**config.mk**
```make
export PLATFORM = sky130hd
export DESIGN_NAME = decode_queue
export DESIGN_NICKNAME = d
export VERILOG_FILES = /design/src/rtl/decode_queue.sv
export SDC_FILE = /design/constraint.sdc
export NUM_CORES = 1
export LEC_CHECK = 0
export CAP_MARGIN = 20
export CORE_UTILIZATION = 53
export DETAILED_ROUTE_END_ITERATION = 7
export PLACE_DENSITY = 0.82
export SYNTH_ARGS = -nofsm -noshare
export SYNTH_HDL_FRONTEND = slang
export SYNTH_SLANG_ARGS = --single-unit
export TNS_END_PERCENT = 5
```
**constraint.sdc**
```tcl
create_clock -name clk -period 17.8 [get_ports clk]
set_input_delay 3.56 -clock clk [delete_from_list [all_inputs] [get_ports clk]]
set_output_delay 3.56 -clock clk [all_outputs]
set_load 0.02 [all_outputs]
```
**src/rtl/decode_queue.sv**
```systemverilog
`default_nettype none
// ============================================================================
// Module   : decode_queue
// Purpose  : Multi-lane instruction decoder feeding a DEPTH-entry FIFO of
//            decoded fetch groups. Each lane of a fetch group is decoded
//            combinationally into rs1/rs2/rd, immediate and EX/MEM/WB
//            control. The whole decoded group is pushed as one FIFO entry.
//            Both sides use valid/ready handshakes, and a flush discards
//            every buffered group.
// Ports    : clk, rst_n (async active-low), flush
//            fetch_valid/fetch_ready, fetch_lane_valid[WIDTH],
//            fetch_inst[32*WIDTH], fetch_pc[32]
//            dec_valid/dec_ready, dec_lane_valid, dec_pc, dec_rs1/rs2/rd,
//            dec_imm, dec_alusrc, dec_branch, dec_jump, dec_memread,
//            dec_memwrite, dec_regwrite, dec_memtoreg, dec_aluop,
//            dec_illegal
// Config   : DECODE_ILLEGAL_TRAP_EN - when defined, flags unsupported
//            opcodes and non-BNE branches in dec_illegal. When undefined,
//            dec_illegal is always 0.
// Revision : 1.0 - initial release
// ============================================================================
module decode_queue #(
  parameter int WIDTH = 2,
  parameter int DEPTH = 2
) (
  input  logic                clk,
  input  logic                rst_n,
  input  logic                flush,
  input  logic                fetch_valid,
  output logic                fetch_ready,
  input  logic [WIDTH-1:0]    fetch_lane_valid,
  input  logic [32*WIDTH-1:0] fetch_inst,
  input  logic [31:0]         fetch_pc,
  output logic                dec_valid,
  input  logic                dec_ready,
  output logic [WIDTH-1:0]    dec_lane_valid,
  output logic [32*WIDTH-1:0] dec_pc,
  output logic [5*WIDTH-1:0]  dec_rs1,
  output logic [5*WIDTH-1:0]  dec_rs2,
  output logic [5*WIDTH-1:0]  dec_rd,
  output logic [32*WIDTH-1:0] dec_imm,
  output logic [WIDTH-1:0]    dec_alusrc,
  output logic [WIDTH-1:0]    dec_branch,
  output logic [WIDTH-1:0]    dec_jump,
  output logic [WIDTH-1:0]    dec_memread,
  output logic [WIDTH-1:0]    dec_memwrite,
  output logic [WIDTH-1:0]    dec_regwrite,
  output logic [WIDTH-1:0]    dec_memtoreg,
  output logic [3*WIDTH-1:0]  dec_aluop,
  output logic [WIDTH-1:0]    dec_illegal
);

  localparam int             AW         = $clog2(DEPTH);
  localparam logic [AW:0]    FULL_COUNT = (AW+1)'(DEPTH);

  localparam logic [6:0] OPC_LUI    = 7'b0110111;
  localparam logic [6:0] OPC_OPIMM  = 7'b0010011;
  localparam logic [6:0] OPC_OP     = 7'b0110011;
  localparam logic [6:0] OPC_LOAD   = 7'b0000011;
  localparam logic [6:0] OPC_STORE  = 7'b0100011;
  localparam logic [6:0] OPC_BRANCH = 7'b1100011;
  localparam logic [6:0] OPC_JALR   = 7'b1100111;

  typedef struct packed {
    logic        lane_valid;
    logic [31:0] pc;
    logic [4:0]  rs1;
    logic [4:0]  rs2;
    logic [4:0]  rd;
    logic [31:0] imm;
    logic        alusrc;
    logic        branch;
    logic        jump;
    logic        memread;
    logic        memwrite;
    logic        regwrite;
    logic        memtoreg;
    logic [2:0]  aluop;
    logic        illegal;
  } lane_t;

  typedef lane_t [WIDTH-1:0] group_t;

  // Decodes one lane. Invalid lanes and unsupported opcodes come out as a
  // NOP: every field zero except ALUOp 111.
  function automatic lane_t decode_lane(input logic v, input logic [31:0] inst,
                                        input logic [31:0] pc);
    lane_t d;
    d       = '0;
    d.aluop = 3'b111;
    if (v) begin
      d.lane_valid = 1'b1;
      d.pc         = pc;
      unique case (inst[6:0])
        OPC_LUI: begin
          d.regwrite = 1'b1;
          d.aluop    = 3'b100;
          d.rd       = inst[11:7];
          d.imm      = {inst[31:12], 12'b0};
        end
        OPC_OPIMM: begin
          d.regwrite = 1'b1;
          d.alusrc   = 1'b1;
          d.aluop    = 3'b010;
          d.rd       = inst[11:7];
          d.rs1      = inst[19:15];
          // ORI zero-extends its immediate; every other OP-IMM sign-extends.
          d.imm      = (inst[14:12] == 3'b110) ? {20'b0, inst[31:20]}
                                               : {{20{inst[31]}}, inst[31:20]};
        end
        OPC_OP: begin
          d.regwrite = 1'b1;
          d.aluop    = 3'b001;
          d.rd       = inst[11:7];
          d.rs1      = inst[19:15];
          d.rs2      = inst[24:20];
        end
        OPC_LOAD: begin
          d.regwrite = 1'b1;
          d.alusrc   = 1'b1;
          d.memread  = 1'b1;
          d.memtoreg = 1'b1;
          d.aluop    = 3'b000;
          d.rd       = inst[11:7];
          d.rs1      = inst[19:15];
          d.imm      = {{20{inst[31]}}, inst[31:20]};
        end
        OPC_STORE: begin
          d.alusrc   = 1'b1;
          d.memwrite = 1'b1;
          d.aluop    = 3'b000;
          d.rs1      = inst[19:15];
          d.rs2      = inst[24:20];
          d.imm      = {{20{inst[31]}}, inst[31:25], inst[11:7]};
        end
        OPC_BRANCH: begin
          d.aluop    = 3'b011;
          d.rs1      = inst[19:15];
          d.rs2      = inst[24:20];
          d.imm      = {{19{inst[31]}}, inst[31], inst[7], inst[30:25],
                        inst[11:8], 1'b0};
          // Only BNE is a supported branch.
          d.branch   = (inst[14:12] == 3'b001);
`ifdef DECODE_ILLEGAL_TRAP_EN
          d.illegal  = (inst[14:12] != 3'b001);
`endif
        end
        OPC_JALR: begin
          d.regwrite = 1'b1;
          d.alusrc   = 1'b1;
          d.jump     = 1'b1;
          d.aluop    = 3'b101;
          d.rd       = inst[11:7];
          d.rs1      = inst[19:15];
          d.imm      = {{20{inst[31]}}, inst[31:20]};
        end
        default: begin
`ifdef DECODE_ILLEGAL_TRAP_EN
          d.illegal  = 1'b1;
`endif
        end
      endcase
    end
    return d;
  endfunction

  group_t          decoded;
  group_t          head;
  group_t          mem [DEPTH];
  logic [AW-1:0]   wr_ptr;
  logic [AW-1:0]   rd_ptr;
  logic [AW:0]     count;
  logic            push;
  logic            pop;

  generate
    for (genvar i = 0; i < WIDTH; i++) begin : g_decode
      assign decoded[i] = decode_lane(fetch_lane_valid[i],
                                      fetch_inst[32*i +: 32],
                                      fetch_pc + 32'(4*i));
    end
  endgenerate

  // Handshakes depend only on registered count, so there is no
  // combinational path from dec_ready to fetch_ready.
  assign fetch_ready = (count != FULL_COUNT);
  assign dec_valid   = (count != '0);
  assign push        = fetch_valid & fetch_ready;
  assign pop         = dec_valid & dec_ready;

  always_ff @(posedge clk or negedge rst_n) begin
    if (!rst_n) begin
      wr_ptr <= '0;
      rd_ptr <= '0;
      count  <= '0;
    end else if (flush) begin
      wr_ptr <= '0;
      rd_ptr <= '0;
      count  <= '0;
    end else begin
      if (push) wr_ptr <= wr_ptr + 1'b1;
      if (pop)  rd_ptr <= rd_ptr + 1'b1;
      unique case ({push, pop})
        2'b10:   count <= count + 1'b1;
        2'b01:   count <= count - 1'b1;
        default: count <= count;
      endcase
    end
  end

  // Storage carries no reset; entries are only read while count says valid.
  always_ff @(posedge clk) begin
    if (push && !flush) mem[wr_ptr] <= decoded;
  end

  assign head = dec_valid ? mem[rd_ptr] : '0;

  generate
    for (genvar i = 0; i < WIDTH; i++) begin : g_out
      assign dec_lane_valid[i]     = head[i].lane_valid;
      assign dec_pc[32*i +: 32]    = head[i].pc;
      assign dec_rs1[5*i +: 5]     = head[i].rs1;
      assign dec_rs2[5*i +: 5]     = head[i].rs2;
      assign dec_rd[5*i +: 5]      = head[i].rd;
      assign dec_imm[32*i +: 32]   = head[i].imm;
      assign dec_alusrc[i]         = head[i].alusrc;
      assign dec_branch[i]         = head[i].branch;
      assign dec_jump[i]           = head[i].jump;
      assign dec_memread[i]        = head[i].memread;
      assign dec_memwrite[i]       = head[i].memwrite;
      assign dec_regwrite[i]       = head[i].regwrite;
      assign dec_memtoreg[i]       = head[i].memtoreg;
      assign dec_aluop[3*i +: 3]   = head[i].aluop;
      assign dec_illegal[i]        = head[i].illegal;
    end
  endgenerate

endmodule
`default_nettype wire

```
**Yosys cells after proc, flatten, opt, wreduce, memory -nomap -nowiden**

Memory sizes are Yosys's and may differ from the RTL's.
Cells that the tools add are included.

- RAM bits: 360
- Flip-flop bits (word level): 4
- Output and inout bits: 184
- Logic and storage cells: 85
- Memories: 1
- Input bits: 103

Memories:

| memory | words | width | read ports | clocked after memory_dff | write ports | line | text |
|---|---|---|---|---|---|---|---|
| mem | 2 | 180 | 1 | 0 | 1 | 169 | `group_t mem [DEPTH];` |

- Equality and inequality tests: 21
- Bitwise gates (word level): 2
- Reduce and logical (&&, ||, !) cells: 18
- Add/sub/neg operators: 5
- Muxes and demuxes: 35

Operators with widths:

| operator | count |
|---|---|
| $pmux 32 s5 | 2 |
| $mux 182 | 1 |
| $mux 90 | 2 |
| $mux 32 | 2 |
| $eq 7x6->1 const B | 6 |
| $pmux 3 s6 | 2 |
| $add 32x3->32 const B | 1 |
| $mux 5 | 6 |
| $eq 7x7->1 const B | 4 |
| $mux 1 | 18 |
| $eq 7x2->1 const B | 2 |
| $eq 7x5->1 const B | 2 |
| $reduce_or 6->1 | 2 |
| $reduce_or 5->1 | 2 |
| $reduce_or 2->1 | 4 |
| $reduce_or 4->1 | 2 |
| $eq 3x1->1 const B | 2 |
| $eq 3x3->1 const B | 2 |
| $reduce_bool 2->1 | 3 |
| $reduce_or 3->1 | 2 |
| $pmux 2 s2 | 1 |
| $reduce_bool 3->1 | 1 |
| $add 1x1->1 const B | 2 |
| $add 2x1->2 const B | 1 |
| 8 further kinds | 9 |

**Longest topological paths before layout**

- Word-level depth: 5
- Mapped depth: 7
- Depth with buffers taken out: 5

**Worst setup path before layout**

OpenSTA, ideal clock, no wires.

- Path kind: input to register
- Start: input port fetch_valid
- End: memory mem[1][0] (netlist name) (enable)
- Setup slack: 281 ps
- Required time: 16,830 ps
- Stages on the path: 2
- Data arrival time: 16,549 ps
- Cell sequence: nand2_1 -> nor3b_1

- Longest elaborated chain between the ends: 4

Ends and longest elaborated chain:

| item | line | text |
|---|---|---|
| start: declaration | 29 | `input logic fetch_valid,` |
| $and 1x1->1 | 188 | `assign push = fetch_valid & fetch_ready;` |
| $logic_and 1x1->1 | 213 | `if (push && !flush) mem[wr_ptr] <= decoded;` |
| $mux 1 | 213 |  |
| $mux 1 (implied by the code) | 213 |  |
| end: declaration | 169 |  |

No other way between the ends.

**Final worst setup path**

- Start: register rd_ptr
- End: output port dec_jump[1]

- Longest elaborated chain between the ends: 2

Ends and longest elaborated chain:

| item | line | text |
|---|---|---|
| start: declaration | 171 | `logic [AW-1:0] rd_ptr;` |
| start signal: assignment | 202 | `if (pop) rd_ptr <= rd_ptr + 1'b1;` |
| $mem_v2 2x180 | -- |  |
| $mux 182 | 216 | `assign head = dec_valid ? mem[rd_ptr] : '0;` |
| end: declaration | 44 | `output logic [WIDTH-1:0] dec_jump,` |

No other way between the ends.

==> metrics.yaml <==
die_w_microns: 176
fmax_mhz: 135
critPathArrivalTime_ns: 3.85
insertedDiodeCount: 0
wire_per_inst_microns: 19.9
drc_errors: 0
grt_max_degree: 179
power.total_mw: 2.08
nFillCells: 2084
synth_top_area_share: 0.667
cp_slowest_cell: "buf_4"
power_density_mw_per_mm2: 101
cp_max_fo: 55
synth_common_cells: "356 x edfxtp_1, 220 x nor2_1, 178 x mux2i_1"
endpoint_kind: "output port"
syn-mean-instance-area_sq_um: 13.2
setup_violations: 0
synth_ff_type: "edfxtp_1"
critPathRequiredTime_ns: 14.24
layout-drive-gt1-share: 0.0586
timing.critical_path.mode_cell: "buf_4"
yosysWarnings: 0
synth_edf_count: 356
portBuffers: 284
status: "finished, final reports clean"
fin_skew_ns: 0.0204
cts_buffers: 38
utilization: 0.688
worstMarginPinSlew_ns: 1.09
ys_ff_latch: 360
hold_viol: 0
antenna_found_initial: 0
fin_crit_sh: 0.416
die_area_sq_mm: 0.0309
rsz0062_at_grt: "no"
cts_setup_buffers: 0
drtAntennaViolNets: 0
grt_pass1_wl_microns: 57500
p_leak_nw: 6.44
grt_pass1_vias: 10400
placed_area_sq_mm: 0.0192
wirelength_microns: 37700
worstPathCellList: "buf_4 -> buf_4 -> mux2i_1 -> nor2_1 -> clkdlybuf4s50_1"
post_drt_via_cell_ratio: 5.67
crit_path_max_incr_delay_ns: 0.80
globalRouteOverflowTotal: 0
slew_viol_final: 0
cp_top_family: "buffers and inverters"
cts.htree.levels: 2
synthCells: 1215
synth_top_cell_by_area: "edfxtp_1"
setup.worst_path.class: "reg2out"
dpl.hpwl_microns: 24100
ys_types: 58
root_buffer: "clkbuf_16"
area_growth_pct: 27.7
start_util: 0.539
ys_seq_area_frac: 0.673
async_reset_ff_frac: 0.0111
syn_area_sq_mm: 0.0160
hp-class: "reg2reg"
grt.total_usage: 0.242
clk_latency_ns: 0.51
timing.slew.headroom: 0.275
startpoint_type: "flop"
fp.coreArea_sq_mm: 0.0297
num_io_pins: 287
timing.setup.tns_ns: 0
clock_path_buffers: 3
dr_total_vias: 10700
drt_iter0_markers: 892
cts_resized: 0
routabilityCongestion: 0.867
dr.pass1.iters: 7
ys_top_cells_by_area: "edfxtp_1 67%, mux2i_1 11%, nor2_1 5.2%, and2_1 3.0%, a21oi_1 2.0%"
yosysMostFrequentCell: "edfxtp_1"
hold_buffers: 0
dieHeight_microns: 176
path_clk_slew_ns: 0.06
cts.sinks: 360
design_area_sq_mm: 0.0205
layout.nets: 1580
post-place-ws_ns: 10.99
cts_tree: "done"
row_count: 63
fin_crit_ns: 7.41
path_buf_inv: 3
setup_ws_ns: 10.39
ir_drop_mv: 0.0782
drv_cap: 0
==> worst paths after layout <==
| path | from | end | slack, ns | depth (start not counted) |
|---|---|---|---|---|
| worst max-delay path | rd_ptr | dec_jump[1] | 10.39 | 5 |
| worst min-delay path | wr_ptr | wr_ptr | 0.62 | 2 |
| worst max register to register | count[0] | mem[1][143] | 15.40 | 4 |
| worst min register to register | wr_ptr | wr_ptr | 0.62 | 2 |
| max in group asynchronous | rst_n | rd_ptr | 14.34 | 1 |
| min in group asynchronous | rst_n | count[0] | 3.26 | 1 |
==> stage by stage <==
stage,std cells,hold slack [ns]
6_report,1892,0.624
5_1_grt,1892,0.639
4_1_cts,1890,0.615
3_5_place_dp,1824,0.601
3_3_place_gp,1824,0.553
2_1_floorplan,1216,0.519
==> cells in the final DEF, fill, tap and decap left out, types with 6 or more instances in the layout <==
cell type and instances:
clkinv_2 6, edfxtp_1 356, buf_4 10, a22oi_1 9, clkbuf_16 39, nand4_1 6
nand2b_1 11, clkinv_1 8, o31ai_1 11, a21oi_1 65, and2_1 77, nor3_1 7
nand2_1 61, inv_1 12, mux2i_1 178, bufinv_16 6, xor2_1 7, nand4b_1 6
nor2_1 219, xnor2_1 8, clkdlybuf4s50_1 284, or3_1 7, or4_1 13, nand3_1 11
==> power breakdown <==
| part | switching [mW] | leakage, nW | total [mW] | internal (mW) |
|---|---|---|---|---|
| clock | 0.309 | 0.616 | 0.796 | 0.487 |
| sequential | 0.0133 | 3.15 | 0.983 | 0.970 |
| combinational | 0.168 | 2.67 | 0.297 | 0.129 |
| total | 0.490 | 6.44 | 2.08 | 1.59 |
==> kinds of logic (layout without fill, tap and decap cells) <==
kind of cell | Yosys count | after routing | synth area share
AOI/OAI and AO/OA | 114 | 114 | 0.0435
xor gates and xnor gates | 15 | 15 | 0.00820
adders and majority gates | 1 | 1 | 0.000781
buffers and inverters | 91 | 377 | 0.0251
DFF | 360 | 360 | 0.673
muxes | 179 | 179 | 0.112
other | 1 | 2 | 0.000234
and+or+nand+nor | 454 | 454 | 0.137
==> layout make-up <==
| class | instances | area (sq um) | share of cell area |
|---|---|---|---|
| tap | 390 | 488 | 0.0239 |
| clock inverter | 22 | 264 | 0.0129 |
| sequential | 360 | 10800 | 0.528 |
| multi-input combinational | 765 | 4870 | 0.238 |
| clock buffer | 44 | 995 | 0.0486 |
| inverter | 13 | 48.8 | 0.00239 |
| timing repair buffer | 298 | 3000 | 0.147 |
==> tightest hold or removal path: cells and delay by family, from the launching register on <==
kind          cells  cell delay [ns]
xor+xnor          1             0.10
flops             1             0.41
simple gates      1             0.08
==> registers in the layout, summed over array words and instances, names as in the netlist <==
register and flops:
mem 356, count 2, rd_ptr 1, wr_ptr 1
==> metal layers <==
metal / vias to the layer above / GRT usage / share of wire
met5: - / 0 / 0
met4: 0 / 0.0989 / 0.037
met3: 87 / 0.0422 / 0.074
met2: 473 / 0.396 / 0.49
met1: 5184 / 0.322 / 0.40
li1: 4975 / - / -
Note: power is estimated with default switching activity, not from simulation.
==> edit: new RTL, same settings <==
`WIDTH`: 2 -> 4.
--- a/src/rtl/decode_queue.sv
+++ b/src/rtl/decode_queue.sv
@@ -20,7 +20,7 @@
 // Revision : 1.0 - initial release
 // ============================================================================
 module decode_queue #(
-  parameter int WIDTH = 2,
+  parameter int WIDTH = 4,
   parameter int DEPTH = 2
 ) (
   input  logic                clk,
Interface: changed (17 resized); port bits go from 287 to 535. The function was not compared with the original's and may differ.
==> edit against the original RTL <==
Sequential cell count grew 356; setup slack lost 0.75 ns; synthesized area grew 100%; wire length grew 130%; cell area grew 97%; highest routed layer is now met5; critical path depth is the same; core utilization shrank 0.92 points; worst hold slack gained 0.078 ns; clock power grew 93%; sequential power grew 96%; total power grew 97%.
==> edit: results (changes against the original RTL) <==
* Fill count at 3,978 (+91%)
* Number of DRC markers in iteration 0 at 2,379 (+170%)
* FF-to-FF End: mem[1][190]
* Leak at 13.30 nW (+110%)
* Top cell types by occurrence after synthesis: sky130_fd_sc_hd__edfxtp_1 (712), sky130_fd_sc_hd__nor2_1 (453), sky130_fd_sc_hd__mux2i_1 (361)
* Placed cell areas at 0.03796 mm² (+98%)
* Clock insertion delay at the later pin of the skew report at 0.61 ns (+0.10 ns)
* Final HPWL from detailed placement at 59,460 µm (+150%)
* Share of synthesized flip-flops with an asynchronous set or reset at 0.5587% (-0.55 points)
* Top Registers: mem: 712 flops, count: 2 flops
* Outcome: finished, final reports clean
* Synth area leaders: sky130_fd_sc_hd__edfxtp_1 (67%), sky130_fd_sc_hd__mux2i_1 (11%), sky130_fd_sc_hd__nor2_1 (5.3%)
* Critical Path AT at 4.61 ns (+0.76 ns)
* Portion of netlist area occupied by mux cells at 11.33% (+0.14 points)
* EDFF count, synth at 712 (+100%)
* CP Max Fanout at 62 (+13%)
* Vias per std cell at 5.916 (+4.4%)
* Initial antenna violation count at 3 (+3)
* Proportion of synthesized chip area in sequential cells at 66.91% (-0.42 points)
* Worst setup timing slack at the placement stage at 9.152 ns (-1.834 ns)
* H-Tree Level Count at 3 (+1)
* Final RePlAce weighted congestion at 0.9322 (+7.5%)
* Ratio of cells with drive above 1 in the final layout at 5.170% (-0.69 points)
* Number of CTS-inserted buffers at 73 (+92%)
* FF-to-FF setup slack at 12.69 ns (-2.71 ns)
## edit: cell count changes in the layout (fill, tap and decap cells not counted), moves of 12 or more
cell                              change
sky130_fd_sc_hd__nand4_1             +12
sky130_fd_sc_hd__nor4_1              +13
sky130_fd_sc_hd__clkdlybuf4s50_1    +246
sky130_fd_sc_hd__nor2_1             +233
sky130_fd_sc_hd__clkbuf_16           +38
sky130_fd_sc_hd__mux2i_1            +183
sky130_fd_sc_hd__or3_1               +40
sky130_fd_sc_hd__and2_1              +49
sky130_fd_sc_hd__nand2_1             +51
sky130_fd_sc_hd__a21oi_1             +87
sky130_fd_sc_hd__buf_4               +22
sky130_fd_sc_hd__edfxtp_1           +356
sky130_fd_sc_hd__o21ai_0             +39
## edit: worst max-delay path, stage by stage (launching register included)
cell,delay (ns)
sky130_fd_sc_hd__dfrtp_4,0.93
sky130_fd_sc_hd__buf_4,0.93
sky130_fd_sc_hd__buf_4,0.78
sky130_fd_sc_hd__mux2i_1,0.49
sky130_fd_sc_hd__nor2_1,0.10
sky130_fd_sc_hd__clkdlybuf4s50_1,0.61
## edit: worst max-delay path by stage
stage                                    to  slack, ns  cells after the start
final                            dec_pc[62]       9.63                      5
after global routing      dec_lane_valid[1]       9.39                      6
after CTS                        dec_pc[62]       9.60                      5
after detailed placement        mem[0][196]       9.15                      7
after global placement          mem[1][193]       9.23                      7
after floorplan                   mem[0][0]      -0.41                      2
## edit: layer usage
| metal | global-route usage (%) | vias to the layer above | wire [µm] |
|---|---|---|---|
| li1 | - | 9987 | - |
| met1 | 35.81 | 10885 | 33140 |
| met2 | 45.81 | 1236 | 43040 |
| met3 | 6.152 | 211 | 8580 |
| met4 | 10.67 | 2 | 3219 |
| met5 | 0 | - | 11 |
## edit: cell type report
cell class                      count  area [µm²]  area share [%]
Sequential cell                   716       21480           53.19
Multi-Input combinational cell   1567        9879           24.46
Timing Repair Buffer              564        5569           13.79
Clock buffer                       89        1972           4.882
Tap cell                          773       967.2           2.395
Clock inverter                     40       431.7           1.069
Inverter                           22       82.58          0.2044
Antenna cell                        2       5.005         0.01239
## edit: through the flow
stage          instances  hold slack (ns)
2_1_floorplan       2477           0.5455
3_3_place_gp        3640           0.6173
3_5_place_dp        3641           0.6326
4_1_cts             3770           0.7054
5_1_grt             3773           0.7471
6_report            3773           0.7017
## edit: power by group
group          switching (mW)  internal [mW]  leakage, nW
logic                   0.365          0.247         5.17
registers              0.0197           1.91         6.96
clock network           0.626          0.918         1.16
total                    1.01           3.08         13.3
